`src/rtl/serial_sub_ctrl_pkg.sv`:
```
// Shared definitions for the bit-serial subtractor controller:
// FSM state encoding and the bit-counter width helper.
package serial_sub_pkg;

  typedef enum logic [1:0] {
    IDLE = 2'd0,
    RUN  = 2'd1,
    DONE = 2'd2
  } state_t;

  // Bits needed to count processed bit positions 0..w-1 (w >= 2).
  function automatic int cnt_width(input int w);
    return $clog2(w);
  endfunction

endpackage

```
`src/rtl/serial_sub_ctrl_if.sv`:
```
// Operand/result handshake bundle for serial_sub_ctrl.
// The ovf signal exists only when SERIAL_SUB_OVF_EN is defined.
interface serial_sub_ctrl_if #(
  parameter int WIDTH = 8
);

  logic             start;
  logic             in_ready;
  logic [WIDTH-1:0] a;
  logic [WIDTH-1:0] b;
  logic             borrow_in;
  logic             out_valid;
  logic             out_ready;
  logic [WIDTH-1:0] d;
  logic             borrow_out;
  logic             busy;
`ifdef SERIAL_SUB_OVF_EN
  logic             ovf;
`endif

  // Subtractor side.
  modport slave (
    input  start, a, b, borrow_in, out_ready,
`ifdef SERIAL_SUB_OVF_EN
    output ovf,
`endif
    output in_ready, out_valid, d, borrow_out, busy
  );

  // Requester / consumer side.
  modport master (
    output start, a, b, borrow_in, out_ready,
`ifdef SERIAL_SUB_OVF_EN
    input  ovf,
`endif
    input  in_ready, out_valid, d, borrow_out, busy
  );

endinterface

```
`src/rtl/serial_sub_ctrl_full_sub_bit.sv`:
```
// One-bit full subtractor: d = a - b - bin, with borrow out.
module full_sub_bit (
  input  logic i_a,
  input  logic i_b,
  input  logic i_bin,
  output logic o_d,
  output logic o_bout
);

  assign o_d    = i_a ^ i_b ^ i_bin;
  assign o_bout = (~i_a & i_b) | (~(i_a ^ i_b) & i_bin);

endmodule

```
`src/rtl/serial_sub_ctrl.sv`:
```
// Bit-serial subtractor controller: D = A - B - borrow_in, one bit per
// clock, LSB first, through a single full_sub_bit cell.
// Optional feature macro: SERIAL_SUB_OVF_EN (adds signed-overflow output).
module serial_sub_ctrl
  import serial_sub_pkg::*;
#(
  parameter int WIDTH = 8
) (
  input  logic             clk,
  input  logic             rst,
  serial_sub_ctrl_if.slave bus
);

  localparam int CW = cnt_width(WIDTH);

  state_t           r_state;
  state_t           w_next_state;
  logic [CW-1:0]    r_cnt;
  logic [WIDTH-1:0] r_a_sr;
  logic [WIDTH-1:0] r_b_sr;
  logic [WIDTH-1:0] r_d;
  logic             r_borrow;
  logic             r_borrow_out;
  logic             w_bit;
  logic             w_bout;
  logic             w_last;
`ifdef SERIAL_SUB_OVF_EN
  logic             r_a_msb;
  logic             r_b_msb;
  logic             r_ovf;
`endif

  assign w_last = (r_cnt == CW'(WIDTH - 1));

  full_sub_bit u_bit (
    .i_a    (r_a_sr[0]),
    .i_b    (r_b_sr[0]),
    .i_bin  (r_borrow),
    .o_d    (w_bit),
    .o_bout (w_bout)
  );

  // State register.
  // NOTE: clocked state uses non-blocking (<=) so every register samples
  // pre-edge values; blocking here would create order-dependent races.
  always_ff @(posedge clk or posedge rst) begin
    if (rst) r_state <= IDLE;
    else     r_state <= w_next_state;
  end

  // Next-state decode.
  // NOTE: the default assignment at the top keeps this purely combinational;
  // leaving a path unassigned would infer a latch.
  always_comb begin
    w_next_state = r_state;
    unique case (r_state)
      IDLE:    if (bus.start)     w_next_state = RUN;
      RUN:     if (w_last)        w_next_state = DONE;
      DONE:    if (bus.out_ready) w_next_state = IDLE;
      default:                    w_next_state = IDLE;
    endcase
  end

  // Status outputs decoded from state, result registers driven out.
  always_comb begin
    bus.in_ready   = (r_state == IDLE);
    bus.busy       = (r_state == RUN);
    bus.out_valid  = (r_state == DONE);
    bus.d          = r_d;
    bus.borrow_out = r_borrow_out;
`ifdef SERIAL_SUB_OVF_EN
    bus.ovf        = r_ovf;
`endif
  end

  // Datapath: operand load, per-bit subtract/shift, final borrow capture.
  // NOTE: the result and flag registers are reset because their reset value
  // is visible on the outputs; the operand shift registers are reset too so
  // an aborted operation leaves nothing behind.
  always_ff @(posedge clk or posedge rst) begin
    if (rst) begin
      r_cnt        <= '0;
      r_a_sr       <= '0;
      r_b_sr       <= '0;
      r_d          <= '0;
      r_borrow     <= 1'b0;
      r_borrow_out <= 1'b0;
`ifdef SERIAL_SUB_OVF_EN
      r_a_msb      <= 1'b0;
      r_b_msb      <= 1'b0;
      r_ovf        <= 1'b0;
`endif
    end else begin
      unique case (r_state)
        IDLE: begin
          if (bus.start) begin
            r_a_sr   <= bus.a;
            r_b_sr   <= bus.b;
            r_borrow <= bus.borrow_in;
            r_cnt    <= '0;
`ifdef SERIAL_SUB_OVF_EN
            r_a_msb  <= bus.a[WIDTH-1];
            r_b_msb  <= bus.b[WIDTH-1];
`endif
          end
        end
        RUN: begin
          r_d      <= {w_bit, r_d[WIDTH-1:1]};
          r_a_sr   <= r_a_sr >> 1;
          r_b_sr   <= r_b_sr >> 1;
          r_borrow <= w_bout;
          r_cnt    <= r_cnt + CW'(1);
          if (w_last) begin
            r_borrow_out <= w_bout;
`ifdef SERIAL_SUB_OVF_EN
            // The bit produced now is the result MSB.
            r_ovf        <= (r_a_msb ^ r_b_msb) & (r_a_msb ^ w_bit);
`endif
          end
        end
        default: ;
      endcase
    end
  end

endmodule
```
`src/flat_wrapper.sv`:
```
// flat-port wrapper written by rule: the top's interface ports become plain ports
module serial_sub_ctrl_flat import serial_sub_pkg::*;
#(
  parameter int WIDTH = 8
)
  (clk, rst, bus_start, bus_a, bus_b, bus_borrow_in, bus_out_ready, bus_in_ready, bus_out_valid, bus_d, bus_borrow_out, bus_busy);
  serial_sub_ctrl_if #(.WIDTH(WIDTH)) bus_i ();
  input  logic clk;
  input  logic rst;
  input wire logic [$bits(bus_i.start)-1:0] bus_start;
  input wire logic [$bits(bus_i.a)-1:0] bus_a;
  input wire logic [$bits(bus_i.b)-1:0] bus_b;
  input wire logic [$bits(bus_i.borrow_in)-1:0] bus_borrow_in;
  input wire logic [$bits(bus_i.out_ready)-1:0] bus_out_ready;
  output wire logic [$bits(bus_i.in_ready)-1:0] bus_in_ready;
  output wire logic [$bits(bus_i.out_valid)-1:0] bus_out_valid;
  output wire logic [$bits(bus_i.d)-1:0] bus_d;
  output wire logic [$bits(bus_i.borrow_out)-1:0] bus_borrow_out;
  output wire logic [$bits(bus_i.busy)-1:0] bus_busy;
  assign bus_i.start = bus_start;
  assign bus_i.a = bus_a;
  assign bus_i.b = bus_b;
  assign bus_i.borrow_in = bus_borrow_in;
  assign bus_i.out_ready = bus_out_ready;
  assign bus_in_ready = bus_i.in_ready;
  assign bus_out_valid = bus_i.out_valid;
  assign bus_d = bus_i.d;
  assign bus_borrow_out = bus_i.borrow_out;
  assign bus_busy = bus_i.busy;
  serial_sub_ctrl #(.WIDTH(WIDTH)) u_core (.clk(clk), .rst(rst), .bus(bus_i));
endmodule
```
`config.mk`:
```
export PLATFORM = sky130hd
export DESIGN_NAME = serial_sub_ctrl_flat
export DESIGN_NICKNAME = d
export VERILOG_FILES = /design/src/rtl/serial_sub_ctrl_pkg.sv /design/src/rtl/serial_sub_ctrl_if.sv /design/src/rtl/serial_sub_ctrl_full_sub_bit.sv /design/src/rtl/serial_sub_ctrl.sv /design/src/flat_wrapper.sv
export SDC_FILE = /design/constraint.sdc
export NUM_CORES = 1
export LEC_CHECK = 0
export CAP_MARGIN = 30
export CORE_ASPECT_RATIO = 0.9
export CORE_MARGIN = 2
export CORE_UTILIZATION = 45
export DETAILED_ROUTE_END_ITERATION = 10
export MAX_ROUTING_LAYER = met4
export PLACE_DENSITY = 0.75
export SYNTH_ARGS = -nofsm -noshare
export SYNTH_HDL_FRONTEND = slang
export SYNTH_SLANG_ARGS = --single-unit
```
`constraint.sdc`:
```
create_clock -name clk -period 1.3 [get_ports clk]
set_clock_uncertainty 0.1 [all_clocks]
set_input_delay 0.13 -clock clk [delete_from_list [all_inputs] [get_ports clk]]
set_output_delay 0.13 -clock clk [all_outputs]
set_load 0.005 [all_outputs]
```
==> results of run 1 <==
## worst min path at each step
stage                             to  slack (ns)  cells past startpoint
2_1_floorplan  u_core.bus.borrow_out        0.13                      1
3_3_place_gp         u_core.bus.d[0]        0.37                      1
3_5_place_dp        u_core.r_a_sr[7]        0.38                      1
4_1_cts             u_core.r_a_sr[3]        0.09                      3
5_1_grt              u_core.bus.d[1]        0.09                      3
6_report             u_core.bus.d[2]        0.08                      3
## tightest hold or removal path, delay by kind of cell
family   cells  cell delay [ns]
buf+inv      3             0.69
## state kept, by name (all words and copies together), names as in the netlist
signal                 count
u_core.r_a_sr              8
u_core.r_cnt               3
u_core.bus.borrow_out      1
u_core.r_state             2
u_core.r_borrow            1
u_core.bus.d               8
u_core.r_b_sr              8
## stage by stage
| stage | utilization [%] | worst slack, ns |
|---|---|---|
| 4_1_cts | 70.97 | -0.09176 |
| 5_1_grt | 75.49 | -0.1441 |
| 3_5_place_dp | 59.37 | -0.2126 |
| 2_1_floorplan | - | 0.01393 |
| 3_3_place_gp | 59.37 | -0.1206 |
| 6_report | 75.49 | -0.1121 |
## power breakdown
part	internal (mW)	switching, mW
Combinational	1.95	1.48
Sequential	1.44	0.329
Clock	0.415	0.361
Total	3.81	2.17
## placed cells by master (no fill, tap or decap), drive strengths merged
cell type	instances
nand2b	1
dlygate4sd2	9
fa	1
a32o	2
clkinv	1
a21oi	1
ha	2
o21bai	1
clkdlybuf4s50	20
mux2i	1
buf	32
a221oi	3
nor2b	5
o21ai	1
a211oi	11
inv	18
nor3b	14
nor4b	11
nand3b	1
a22o	2
dfrtp	31
a222oi	1
clkbuf	8
nor2	1
mux2	9
## kinds of logic (layout without fill, tap and decap cells)
| logic type | Yosys count | in the layout | share of synthesized area, % |
|---|---|---|---|
| flip-flops | 31 | 31 | 49.60 |
| AO/OA/AOI/OAI | 22 | 22 | 12.16 |
| multiplexers | 10 | 10 | 7.120 |
| buffers and inverters | 28 | 88 | 10.88 |
| adder cells (fa/ha/maj) | 3 | 3 | 2.880 |
| AND/OR/NAND/NOR | 33 | 33 | 17.36 |
## cell type report
class                      count  share of cell area [%]
clock buffer                   6                   3.262
sequential                    31                   30.75
timing repair buffer          63                   25.80
multi-input combinational     68                   35.15
inverter                      18                   2.669
clock inverter                 1                  0.1977
tap                           44                   2.175
## synth_stat cells (2+ instances only)
cell / count / area, sq um
dfrtp_1: 31 / 775.7
mux2_1: 5 / 56.30
nor2b_1: 4 / 25.02
nor3b_1: 14 / 105.1
nor4b_1: 10 / 87.58
a211oi_1: 11 / 82.58
inv_1: 18 / 67.56
buf_6: 5 / 56.30
a32o_1: 2 / 20.02
a221oi_2: 2 / 30.03
ha_1: 2 / 25.02
mux2_2: 4 / 45.04
a22o_1: 2 / 17.52
## per-layer routing
metal	track usage, %	share of wire (%)	up-vias
met3	6.215	5.9	10
li1	-	-	573
met2	35.57	51	46
met4	10.50	1.7	0
met1	28.85	41	665
met5	-	0	-
## what timing repair did
action,CTS,global route
gates cloned,1,2
endpoints found under the hold margin,0,0
pin swaps,10,12
buffers inserted,14,1
endpoints found under the setup margin,41,33
gates resized for setup,71,18
==> impl_metrics.ini, run 1 <==
[sta]
post-route-period-util_pct = 108.6
finalSetupTns_ns = -1.861
slew_violations = 0
fin_ws_ns = -0.1121
hold_viol = 0
finalSetupViolCount = 30
rsz0062_at_grt = yes
holdWs_ns = 0.07900
worst_pin_slew_ns = 0.3168
layout_min_cycle_time_ns = 1.412
fmax_mhz = 708.2
max_slew_margin_pct = 78.84

[setup_path]
reg2reg_from = u_core.r_state[1]
cp.depth = 4
cp_slowest_cell = dfrtp_2
cp.required_ns = 1.37
crit_start = u_core.r_state[1]
rrSetupSlack_ns = -0.11
r2r-end = u_core.r_cnt[0]
cp-end-kind = flip-flop
critical-path-top-delay-family = flip-flops
worst_setup_path_start_kind = flip-flop
critPathKind = reg -> reg
crit_path_frequent_cell = buf_6
critPathArrivalTime_ns = 1.48
path_cells = buf_6 > o21bai_4 > buf_6 > mux2_4
crit_path_max_incr_delay_ns = 0.44
crit_end = u_core.r_cnt[0]
reg2regPathDepth = 4
cp_max_fo = 5
critPathBufInv = 2

[floorplanning]
die_area_sq_mm = 0.003964
fp.dieW_um = 66.14
rows = 20
ios = 33
core_area_sq_mm = 0.003353
initial_core_util_pct = 46.64
die_h_um = 59.93

[final_layout]
fin_nets = 211
regArea_sq_um = 778.2
multiInputGateArea_sq_um = 889.6
area_delta_synth_final_pct = 61.84
fin_cells = 231
n_antenna_cell = 0
fillers = 204
final_cell_area_sq_mm = 0.002531
drive_gt1_share_pct = 48.13

[synth]
syn_area_sq_mm = 0.001564
async_flop_share_pct = 100.0
synth-edff-count = 0
synth_seq_cells = 31
synth.avg_cell_area_sq_um = 12.31
yosysWarnings = 0
syn_inst = 127
synthFlopType = dfrtp_1
synth.distinct_cells = 30
syn-num-nets = 151
ys_seq_area_share_pct = 49.60

[pwr]
power_leakage_nw = 1.145
power_mw = 5.975
ir_worst_vdd_uv = 1556
power.density_mw_per_mm2 = 2361

[placed_design]
io_buffers = 32
dpl.hpwl_mm = 2.232
dp_cells = 208
finalWeightedCongestion = 0.7726
placed_cell_area_sq_mm = 0.001991

[cts]
htree_levels = 2
clk_pin_slew_ns = 0.07
clk_path_buf_depth = 2
cts_tree = yes
cts.sinks = 31
cts_root_buf = clkbuf_8
clock_latency_ns = 0.29
cts_hold_buffers = 0
numCtsBuffers = 5

[hold_path]
hold_path_class = in -> async

[detailed_routing]
ant_nets = 0
drtIter0Drc = 65
wl_mm = 4.834
drt-pass1-iter-count = 4
drc_errors = 0
vias_per_cell = 5.602
via_count = 1294
routedWlPerCell_um = 20.93

[outcome]
status = finished with violations
violations = negative setup slack

[global_routing]
grt_max_degree = 32
grt_pass1_wl_mm = 6.334
grt_pass1_vias = 1282
grt-ovfl-total = 0
antenna_found_initial = 0
gr-usage-all-layers_pct = 23.16

[run]
cap_viol_max_count = 0
No activity file was read; power rests on OpenSTA's default activity.
==> run 2: changes to the inputs <==
--- a/config.mk
+++ b/config.mk
@@ -6,12 +6,14 @@
 export NUM_CORES = 1
 export LEC_CHECK = 0
 export CAP_MARGIN = 30
+export CELL_PAD_IN_SITES_DETAIL_PLACEMENT = 0
+export CELL_PAD_IN_SITES_GLOBAL_PLACEMENT = 2
 export CORE_ASPECT_RATIO = 0.9
 export CORE_MARGIN = 2
-export CORE_UTILIZATION = 45
+export CORE_UTILIZATION = 30
 export DETAILED_ROUTE_END_ITERATION = 10
 export MAX_ROUTING_LAYER = met4
-export PLACE_DENSITY = 0.75
+export PLACE_DENSITY_LB_ADDON = 0.1
 export SYNTH_ARGS = -nofsm -noshare
 export SYNTH_HDL_FRONTEND = slang
 export SYNTH_SLANG_ARGS = --single-unit
==> run 2 against run 1 <==
The flow still finishes with violations (negative setup slack). Utilization fell by 23 points. Register-to-register slack improved by 0.02 ns. Clock-buffer cell count decreased by 1. Clock power shrank 6.7%. Non-clock buffer count grew 1. Cell area rose by 2.6%. Largest cell class unchanged.
==> impl_metrics.ini, run 2 (synthesis results as in run 1) <==
[pwr]
sw_frac_of_total_pct = 34.41
combPwrFrac_pct = 56.5
power_leakage_nw = 1.163
pwr-share-clk_pct = 12.9
sequentialPowerShare_pct = 30.7
power_mw = 5.633
ir_worst_vdd_uv = 782.3
switchingPower_mw = 1.938
power.density_mw_per_mm2 = 2170
intPower_mw = 3.695

[sta]
finalSetupTns_ns = -1.571
finalSetupViolCount = 31
hold_viol = 0
worst_pin_slew_ns = 0.2774
holdWs_ns = 0.09673
slew_violations = 0
post-route-period-util_pct = 107.3
layout_min_cycle_time_ns = 1.395
fin_ws_ns = -0.09540
fmax_mhz = 716.6
rsz0062_at_grt = yes
max_slew_margin_pct = 81.45

[setup_path]
cp_max_fo = 11
reg2reg_from = u_core.r_state[0]
crit_start = u_core.r_state[0]
cp.required_ns = 1.36
critPathKind = reg -> reg
cp-end-kind = flip-flop
worst_setup_path_start_kind = flip-flop
critPathArrivalTime_ns = 1.46

[final_layout]
n_antenna_cell = 0
final_cell_area_sq_mm = 0.002596
drive_gt1_share_pct = 50.79
final_common_cell = dfrtp_1
mostFrequentLayoutCells = dfrtp_1 (30), clkdlybuf4s50_1 (20), buf_4 (18), inv_1 (15), a211oi_2 (11)
area_delta_synth_final_pct = 66.00
fin_nets = 212

[floorplanning]
die_h_um = 72.50
initial_core_util_pct = 31.76
fp.dieW_um = 80.11
ios = 33
rows = 24
core_area_sq_mm = 0.004925
die_area_sq_mm = 0.005808

[cts]
cts.sinks = 31
numCtsBuffers = 5
htree_levels = 2
cts_root_buf = clkbuf_8
clk_pin_slew_ns = 0.07
cts_tree = yes
clk_path_buf_depth = 2
clock_latency_ns = 0.28

[run]
cap_viol_max_count = 0

[detailed_routing]
drtIter0Drc = 35
vias_per_cell = 4.843
via_count = 1230
drt-pass1-iter-count = 4
wl_mm = 3.807
ant_nets = 0
routedWlPerCell_um = 14.99
drc_errors = 0

[outcome]
violations = negative setup slack
status = finished with violations

[placed_design]
io_buffers = 32
dpl.hpwl_mm = 2.335
placed_cell_area_sq_mm = 0.002017
finalWeightedCongestion = 0.7488

[global_routing]
antenna_found_initial = 0
grt_pass1_vias = 1336
grt_pass1_wl_mm = 6.458
grt-ovfl-total = 0
grt_max_degree = 32
gr-usage-all-layers_pct = 14.80

[hold_path]
hold_path_class = in -> async
[run 2: changes by cell type in the layout (fill, tap and decap cells not counted), sizes merged]
cell | before | now
buf | 32 | 35
clkinv | 1 | 3
clkbuf | 8 | 5
[run 2: worst paths after layout]
check                                         end  slack (ns)  depth (start not counted)
worst max register to register    u_core.r_cnt[2]        -0.1                          5
worst min register to register   u_core.r_b_sr[7]        0.40                          1
worst max-delay path              u_core.r_cnt[2]        -0.1                          5
min in group clk                u_core.r_state[1]        0.32                          2
worst min-delay path              u_core.bus.d[0]         0.1                          3
max in group asynchronous       u_core.r_state[1]        0.81                          3
[run 2: metal layers]
metal	global-route usage [%]	vias up	routed length [um]
li1	-	578	-
met1	20.28	610	1790
met2	21.67	33	1765
met3	3.731	9	173
met4	4.520	0	78
met5	-	-	0
[run 2: power groups by stage]
| stage | registers [mW] | logic (mW) | clock network, mW |
|---|---|---|---|
| after floorplan | 1.67 | 1.42 | 0 |
| after global placement | 1.72 | 2.13 | 0 |
| after detailed placement | 1.73 | 2.19 | 0 |
| after CTS | 1.70 | 2.70 | 0.753 |
| after global routing | 1.78 | 3.49 | 0.801 |
| final | 1.73 | 3.18 | 0.724 |
[run 2: area by class of cell]
| class | count | area [sq um] |
|---|---|---|
| repair buffers | 64 | 641.9 |
| flip-flops and latches | 31 | 777.0 |
| fillers | 438 | 2328 |
| multi-input cells | 68 | 944.7 |
| well taps | 65 | 81.33 |
| inverters | 18 | 67.56 |
| clock buffers | 5 | 68.82 |
| clock inverters | 3 | 15.01 |
[run 2: repair_timing]
item,in CTS,in global routing
resized for setup,65,36
pin swaps,6,13
setup endpoints to repair,39,33
hold buffers,0,0
gates cloned,2,0
buffers inserted,10,6
endpoints found under the hold margin,0,0
[run 2: through the flow]
stage | util [%] | setup slack, ns | instances
2_1_floorplan | - | 0.01393 | 127
3_3_place_gp | 40.96 | -0.1670 | 229
3_5_place_dp | 40.96 | -0.2230 | 229
4_1_cts | 47.64 | -0.09163 | 248
5_1_grt | 52.72 | -0.1416 | 254
6_report | 52.72 | -0.09540 | 254
[run 2: critical path: stages, from the launching register on]
cell     delay, ns
dfrtp_1       0.41
buf_4         0.15
nor2b_4       0.13
buf_12        0.14
buf_4         0.13
a22o_1        0.22
==> run 3: changes to the inputs <==
--- a/config.mk
+++ b/config.mk
@@ -17,3 +17,4 @@
 export SYNTH_ARGS = -nofsm -noshare
 export SYNTH_HDL_FRONTEND = slang
 export SYNTH_SLANG_ARGS = --single-unit
+export TNS_END_PERCENT = 50
==> run 3 against run 2 <==
The flow still finishes with violations (negative setup slack). Critical path depth stayed put. Wire length increased by 2.8%. Fmax down 2.4%. First-iteration DRC count fell by 5.7%. Worst hold slack better by 0.00085 ns. Via count down 2.0%. Setup slack lost 0.034 ns. Clock-buffer cell count unchanged. Sequential share of layout area rose by 0.50 points. Flip-flop and latch count is the same. Sequential power hardly changed. Clock power up 0.6%. Largest cell class unchanged.
==> impl_metrics.ini, run 3 (synthesis results as in run 1) <==
[outcome]
status = finished with violations
violations = negative setup slack

[floorplanning]
rows = 24
die_area_sq_mm = 0.005808
fp.dieW_um = 80.11
initial_core_util_pct = 31.76
die_h_um = 72.50
ios = 33
core_area_sq_mm = 0.004925

[global_routing]
use_met2_pct = 20.93
grt_pass1_vias = 1317
antenna_found_initial = 0
busiest_layer = met2
use_met1_pct = 20.84
use_met3_pct = 3.731
grt_max_degree = 32
grt-ovfl-total = 0
gr-usage-all-layers_pct = 14.77
grt_pass1_wl_mm = 6.437

[detailed_routing]
routedWlPerCell_um = 15.59
wl_mm = 3.913
vias_per_cell = 4.801
ant_nets = 0
via_count = 1205
drc_errors = 0
drtIter0Drc = 33
drt-pass1-iter-count = 4

[setup_path]
crit_start = u_core.r_state[0]
critPathBufInv = 3
crit_path_max_incr_delay_ns = 0.39
path_cells = buf_4 > buf_4 > nor2b_4 > buf_12 > mux2_4
critPathKind = reg -> reg
worst_setup_path_start_kind = flip-flop
reg2reg_from = u_core.r_state[0]
cp.required_ns = 1.37
cp-end-kind = flip-flop
crit_path_frequent_cell = buf_4
critPathArrivalTime_ns = 1.50
cp_slowest_cell = dfrtp_1
critical-path-top-delay-family = buffers and inverters
cp_max_fo = 12

[final_layout]
area_delta_synth_final_pct = 63.28
mostFrequentLayoutCells = dfrtp_1 (30), clkdlybuf4s50_1 (20), inv_1 (15), buf_4 (14), a211oi_2 (11)
drive_gt1_share_pct = 47.85
fin_cells = 251
n_antenna_cell = 0
fillers = 448
post-route-util_pct = 51.85
final_common_cell = dfrtp_1
fin_nets = 209

[pwr]
intPower_mw = 3.643
combPwrFrac_pct = 56.1
power_mw = 5.568
sequentialPowerShare_pct = 30.9
pwr-share-clk_pct = 13.1
power.density_mw_per_mm2 = 2180
power_leakage_nw = 1.142
sw_frac_of_total_pct = 34.58
ir_worst_vdd_uv = 777.1
switchingPower_mw = 1.925

[sta]
worst_pin_slew_ns = 0.2777
finalSetupTns_ns = -2.353
hold_viol = 0
max_slew_margin_pct = 81.43
layout_min_cycle_time_ns = 1.430
fmax_mhz = 699.4
fin_ws_ns = -0.1298
post-route-period-util_pct = 110.0
slew_violations = 0
finalSetupViolCount = 31
rsz0062_at_grt = yes
holdWs_ns = 0.09757

[cts]
numCtsBuffers = 5
cts_root_buf = clkbuf_8
clock_latency_ns = 0.28
cts.sinks = 31
clk_path_buf_depth = 2
cts_tree = yes
htree_levels = 2
clk_pin_slew_ns = 0.07

[placed_design]
finalWeightedCongestion = 0.7488
dpl.hpwl_mm = 2.335
io_buffers = 32
dp_cells = 229

[hold_path]
hold_path_class = in -> async

[run]
cap_viol_max_count = 0
-- run 3: changes by cell type in the layout (fill, tap and decap cells not counted) --
cell | previous run | this run
a21oi_2 | 1 | 0
nor4b_4 | 10 | 9
nor3b_1 | 7 | 10
ha_4 | 2 | 1
a21oi_1 | 0 | 1
nor3b_2 | 7 | 4
clkbuf_16 | 0 | 1
nor4b_2 | 1 | 2
buf_4 | 18 | 14
ha_2 | 0 | 1
-- run 3: metal layers --
metal / routed length [um] / part of all wire, % / up-vias
met5: 0 / 0 / -
met4: 36 / 0.92 / 0
met3: 165 / 4.2 / 5
met2: 1801 / 46 / 28
met1: 1908 / 49 / 599
li1: - / - / 573
-- run 3: path summary, 6_finish.rpt --
path / cells after the start / slack (ns) / end
setup / recovery: 5 / -0.13 / u_core.bus.d[0]
min in group clk: 2 / 0.32 / u_core.r_state[1]
hold reg to reg: 1 / 0.40 / u_core.r_a_sr[7]
setup reg to reg: 5 / -0.13 / u_core.bus.d[0]
hold / removal: 3 / 0.1 / u_core.bus.d[0]
max in group asynchronous: 3 / 0.81 / u_core.r_state[1]
-- run 3: timing repair --
action,4_1_cts,5_1_grt
setup endpoints to repair,39,33
gates cloned,2,1
setup buffers,10,2
resized for setup,60,35
hold buffers,0,0
pin swaps,5,8
-- run 3: cell type report --
type | count | area (sq um) | share of cell area (%)
clock inverters | 3 | 15.01 | 0.5879
flip-flops and latches | 31 | 777.0 | 30.43
repair buffers | 61 | 636.9 | 24.94
inverters | 18 | 67.56 | 2.646
multi-input cells | 68 | 907.1 | 35.52
well taps | 65 | 81.33 | 3.185
clock buffers | 5 | 68.82 | 2.695
-- run 3: worst min-delay path, cell delays in order --
cell and delay (ns):
clkdlybuf4s50_1 0.40, inv_1 0.10, buf_12 0.21
-- run 3: through the flow --
| step | setup WS [ns] | instance area [sq um] |
|---|---|---|
| finish | -0.1298 | 2554 |
| global route | -0.1713 | 2554 |
| CTS | -0.09163 | 2318 |
| detailed placement | -0.2230 | 2017 |
| global placement | -0.1670 | 2017 |
| floorplan | 0.01393 | 1568 |
-- run 3: power by group through the flow --
stage / logic, mW / clock network, mW / registers, mW
finish: 3.12 / 0.728 / 1.72
global route: 3.43 / 0.801 / 1.77
CTS: 2.68 / 0.753 / 1.70
detailed placement: 2.19 / 0 / 1.73
global placement: 2.13 / 0 / 1.72
floorplan: 1.42 / 0 / 1.67
